$ cat config.mk
export PLATFORM = sky130hd
export DESIGN_NAME = rr_mem_scheduler
export DESIGN_NICKNAME = d
export VERILOG_FILES = /design/src/rtl/arb_pkg.sv /design/src/rtl/rr_pick.sv /design/src/rtl/rr_mem_scheduler.sv
export SDC_FILE = /design/constraint.sdc
export NUM_CORES = 1
export LEC_CHECK = 0
export BUFFER_PORTS_ARGS = -buffer_cell sky130_fd_sc_hd__buf_2
export CAP_MARGIN = 20
export CORE_AREA = 5 5 153 155
export DETAILED_ROUTE_END_ITERATION = 10
export DIE_AREA = 0 0 158 160
export SLEW_MARGIN = 10
export SYNTH_ARGS = -nofsm -noshare
export SYNTH_HDL_FRONTEND = slang
export SYNTH_SLANG_ARGS = --single-unit
$ cat constraint.sdc
create_clock -name clk -period 2.25 [get_ports clk]
set_input_delay 0.45 -clock clk [delete_from_list [all_inputs] [get_ports clk]]
set_output_delay 0.45 -clock clk [all_outputs]
set_load 0.005 [all_outputs]
$ cat src/rtl/arb_pkg.sv
// Shared types for the round-robin interconnect arbiters.
package arb_pkg;

    localparam int NUM_M = 4;

    typedef struct packed {
        logic        wr;
        logic [31:0] addr;
        logic [31:0] wdata;
    } Packet;

    typedef enum logic {
        IDLE,
        BUSY
    } state_t;

endpackage

$ cat src/rtl/rr_pick.sv
// Combinational round-robin pick: first set request after 'last', wrapping, 'last' itself lowest.
module rr_pick (
    input  logic [3:0] REQ,
    input  logic [1:0] last,
    output logic       valid,
    output logic [1:0] idx
);

    logic [1:0] cand;

    always_comb begin
        valid = 1'b0;
        idx   = last;
        cand  = last;
        for (int i = 1; i <= 4; i++) begin
            cand = last + 2'(i);
            if (!valid && REQ[cand]) begin
                valid = 1'b1;
                idx   = cand;
            end
        end
    end

endmodule

$ cat src/rtl/rr_mem_scheduler.sv
// Four-master round-robin scheduler in front of one memory port, with a no-ack watchdog.
module rr_mem_scheduler
    import arb_pkg::*;
#(
    parameter int NUM_M   = 4,
    parameter int TIMEOUT = 64
) (
    input  logic              clk,
    input  logic              reset,
    input  logic [NUM_M-1:0]  REQ,
    input  Packet [NUM_M-1:0] master_in_data,
    output logic [NUM_M-1:0]  GNT,
    output Packet             master_out_data,
    output logic              mem_req,
    input  logic [31:0]       rdata,
    input  logic              rdata_ack,
    output logic [31:0]       slave_rdata,
    output logic              slave_rdata_ack,
    output logic [1:0]        slave_rdata_id,
    output logic              timeout_err
);

    localparam int WD_W = (TIMEOUT > 0) ? $clog2(TIMEOUT + 1) : 1;
    localparam logic [WD_W-1:0] WD_LAST = (TIMEOUT > 0) ? WD_W'(TIMEOUT - 1) : '0;

    state_t            state_q, state_d;
    logic [NUM_M-1:0]  gnt_q, gnt_d;
    Packet             out_q, out_d;
    logic              mreq_q, mreq_d;
    logic [31:0]       rdata_q, rdata_d;
    logic              ack_q, ack_d;
    logic [1:0]        id_q, id_d;
    logic              err_q, err_d;
    logic [1:0]        cur_q, cur_d;
    logic [1:0]        last_q, last_d;
    logic [WD_W-1:0]   wd_q, wd_d;

    logic              pick_valid;
    logic [1:0]        pick_idx;

    rr_pick u_pick (
        .REQ   (REQ),
        .last  (last_q),
        .valid (pick_valid),
        .idx   (pick_idx)
    );

    always_ff @(posedge clk or negedge reset) begin
        if (!reset) begin
            state_q <= IDLE;
            gnt_q   <= '0;
            out_q   <= '0;
            mreq_q  <= 1'b0;
            rdata_q <= '0;
            ack_q   <= 1'b0;
            id_q    <= '0;
            err_q   <= 1'b0;
            cur_q   <= '0;
            last_q  <= 2'd3;
            wd_q    <= '0;
        end else begin
            state_q <= state_d;
            gnt_q   <= gnt_d;
            out_q   <= out_d;
            mreq_q  <= mreq_d;
            rdata_q <= rdata_d;
            ack_q   <= ack_d;
            id_q    <= id_d;
            err_q   <= err_d;
            cur_q   <= cur_d;
            last_q  <= last_d;
            wd_q    <= wd_d;
        end
    end

    always_comb begin
        state_d = state_q;
        gnt_d   = gnt_q;
        out_d   = out_q;
        mreq_d  = mreq_q;
        rdata_d = rdata_q;
        ack_d   = 1'b0;
        id_d    = id_q;
        err_d   = 1'b0;
        cur_d   = cur_q;
        last_d  = last_q;
        wd_d    = wd_q;
        unique case (state_q)
            IDLE: begin
                // Idle outputs sit at reset values; only slave_rdata keeps the last read.
                gnt_d  = '0;
                out_d  = '0;
                mreq_d = 1'b0;
                id_d   = '0;
                wd_d   = '0;
                if (pick_valid) begin
                    gnt_d   = NUM_M'(1) << pick_idx;
                    out_d   = master_in_data[pick_idx];
                    mreq_d  = 1'b1;
                    cur_d   = pick_idx;
                    state_d = BUSY;
                end
            end
            BUSY: begin
                // An ack landing on the expiry cycle completes normally.
                if (rdata_ack) begin
                    rdata_d = rdata;
                    ack_d   = 1'b1;
                    id_d    = cur_q;
                    gnt_d   = '0;
                    mreq_d  = 1'b0;
                    last_d  = cur_q;
                    state_d = IDLE;
                end else if (TIMEOUT != 0 && wd_q == WD_LAST) begin
                    err_d   = 1'b1;
                    gnt_d   = '0;
                    mreq_d  = 1'b0;
                    last_d  = cur_q;
                    state_d = IDLE;
                end else begin
                    wd_d = wd_q + WD_W'(1);
                end
            end
            default: state_d = IDLE;
        endcase
    end

    assign GNT             = gnt_q;
    assign master_out_data = out_q;
    assign mem_req         = mreq_q;
    assign slave_rdata     = rdata_q;
    assign slave_rdata_ack = ack_q;
    assign slave_rdata_id  = id_q;
    assign timeout_err     = err_q;

endmodule

==> run summary <==
Synthesized Nets: 814
Sequential element share of the synthesized area: 48.2%
Post-synthesis mux area share: 28.0%
Rows: 54
Synth Register Bits: 118
Placed instance area: 8550 sq um
Core area: 21700 sq um
Synth Area in Adders: 0.204%
Met2 wire len: 10.9 mm
Peak Freq: 477 MHz
Met1 WL: 8.05 mm
WP data arrival: 2370 ps
CTS Buf Count: 17
DRC violation total after the first TritonRoute iteration: 213
Post-Synth Simple-Gate Area: 6.76%
Crit. path cell count: 7
I/O Buffers: 404
Cell area after layout: 9170 sq um
R2R Path Start: last_q[0]$_DFFE_PN1P_
FF-to-FF path depth: 7
Synth Instances: 514
XOR/XNOR Fraction of Synth Area: 0.572%
Residual DRC count: 0
Crit path cell chain: nor2b_1, a21o_1, a211oi_4, buf_12, buf_12, mux2i_1, o221ai_1
CTS max path bufs: 2
FF-to-FF setup slack: 150 ps
Startpoint Class: register
CTS H-tree depth: 4
Top layer in use: met4
Vias per cell: 4.74
Io pins: 405
# fillers: 2088
Hold WC Path Type: input port to register
First-pass GRT wire length: 32.2 mm
EDFF count, synth: 0
Die Wd: 158 um
Synth area leaders: dfrtp_1 47%, mux2i_1 22%, o221ai_1 9.3%
Delay-heaviest family, CP: compound AO/OA/AOI/OAI gates
Starting density of the core: 28.2%
CTS clk-pin slew, worst paths: 60 ps
Status: completed
Post-route setup slack: 152 ps
Yosys top cell by area: dfrtp_1
R2r endpoint: master_out_data[37]$_DFFE_PN0N_
Slowest CP cell: dfstp_2
Hpwl dp: 17.0 mm
Met3 WL: 2.14 mm
Critical path's largest stage delay: 540 ps
Layout cells sized above 1: 53.9%
Cell Area, Synth: 6130 sq um
Total wire length: 21.5 mm
Fin nets: 1222
GPL Wtd Cong: 0.843
Average size of a mapped cell: 11.9 sq um
Total leakage power: 4.92 nW
Clk Latency, worst-skew pair: 410 ps
Crit path capture type: register
Slew @ Worst Pin: 443 ps
WL/cell: 17.7 um
Slew Viols, Final: 0
Vias: 5758
Critical Path RT: 2520 ps
Antenna violations before repair: 1
Die area: 25300 sq um
Post-route clock skew: 9.23 ps
Worst vdd ir: 0.540 mV
Compound-Gate Fraction of Synth Area: 11.5%
Total congestion overflow: 0
Yosys top cell area share: 47.4%
Largest net degree at the start of global routing: 41
GRT Overall Usage: 16.1%
Final Setup Violations: 0
Critical path buffer and inverter count: 2
Die H: 160 um
Synth top cells by count: 133 x mux2i_1, 116 x dfrtp_1, 74 x nand2_1
Crit path launch: last_q[0]$_DFFE_PN1P_
DRT antenna net count: 0
Min cycle time layout: 2100 ps
Largest family of logic cells by synthesized area: multiplexers
CTS root buf: clkbuf_16
Post-synth top flop: dfrtp_1
Most common cell in the synthesized netlist: mux2i_1
Max-cap viol count: 0
Max_slew headroom: 70.4%
HP Start: rdata[7]
Worst path most repeated cell: buf_12
RSZ-0062 raised after global routing: no
Unique cell type count in the Yosys netlist: 40
Pwr dens: 1330 nW/um^2
Pre-Repair DR Iteration Count: 4
Final Hold Fails: 0
Setup TNS: 0 ps
Hold Path End: slave_rdata[7]$_DFFE_PN0P_
Tcrit/Tclk final: 93.2%
FFs w/ async S/R, synth: 100%
Pre-CTS setup slack: -36.1 ps
CP Max Fanout: 27
Vias in the first global route: 6081
Hold path cells: 2
WS Path Type: register to register
Yosys warns: 0
CTS tree: yes
Syn-to-layout area delta: 49.7%
CTS Sinks: 118
timing repair:
item,in CTS,in global routing
setup endpoints to repair,0,1
setup buffers,0,0
endpoints found under the hold margin,22,0
resized for setup,0,1
hold buffers,1,0
final cells by class:
type	count	area (sq um)	share of cell area, %
antenna	1	2.50	0.0273
clock buffer	19	453	4.94
clock inverter	13	146	1.60
inverter	3	11.3	0.123
multi-input combinational	351	2890	31.5
sequential	118	2960	32.2
tap	280	350	3.82
timing repair buffer	431	2360	25.7
logic make-up (layout without fill, tap and decap cells):
kind of cell             Yosys count  after routing
flip-flops                       118            118
adder cells (fa/ha/maj)            1              1
AO/OA/AOI/OAI                     83             83
XOR/XNOR                           4              4
other                              0              1
multiplexers                     167            167
buffers and inverters             45            466
AND/OR/NAND/NOR                   96             96
per-stage QoR:
step	hold slack, ps	power, mW	std cells	util [%]
floorplan	154	7.28	514	-
global placement	392	9.51	1182	39.4
detailed placement	398	9.61	1182	39.4
CTS	245	12.4	1215	42.2
global route	245	13.1	1216	42.3
finish	269	12.2	1216	42.3
metal layers:
metal | global-route usage (%) | up-vias
met4 | 5.39 | 0
met2 | 28.8 | 292
met5 | 0 | -
li1 | - | 2753
met3 | 4.60 | 23
met1 | 18.2 | 2690
placed cells by master, fill, tap and decap left out, types with 3 or more instances in the layout:
cell type	count
buf_2	403
mux2i_1	133
dfrtp_1	115
nand2_1	72
o221ai_1	65
mux2_2	34
clkbuf_16	17
buf_4	16
buf_12	10
nor2b_1	5
clkinv_4	5
inv_1	3
nor2_1	3
nand2b_1	3
o21ai_1	3
xor2_1	3
and2_1	3
state kept, by name, indices dropped and copies added, names as in the netlist, 2 cells and up:
name,cells
master_out_data,65
last_q,2
slave_rdata_id,2
GNT,4
cur_q,2
slave_rdata,32
wd_q,7
worst max-delay path by stage:
| stage | end |
|---|---|
| after detailed placement | master_out_data[64]$_DFFE_PN0N_ |
| final | master_out_data[37]$_DFFE_PN0N_ |
| after floorplan | master_out_data[52]$_DFFE_PN0N_ |
| after CTS | master_out_data[64]$_DFFE_PN0N_ |
| after global placement | master_out_data[64]$_DFFE_PN0N_ |
| after global routing | master_out_data[62]$_DFFE_PN0N_ |
report_power, final:
part	internal [mW]	total [mW]	switching (mW)
clock	1.70	2.71	1.01
combinational	2.91	5.81	2.90
sequential	3.15	3.68	0.528
No activity file was read; power rests on OpenSTA's default activity.
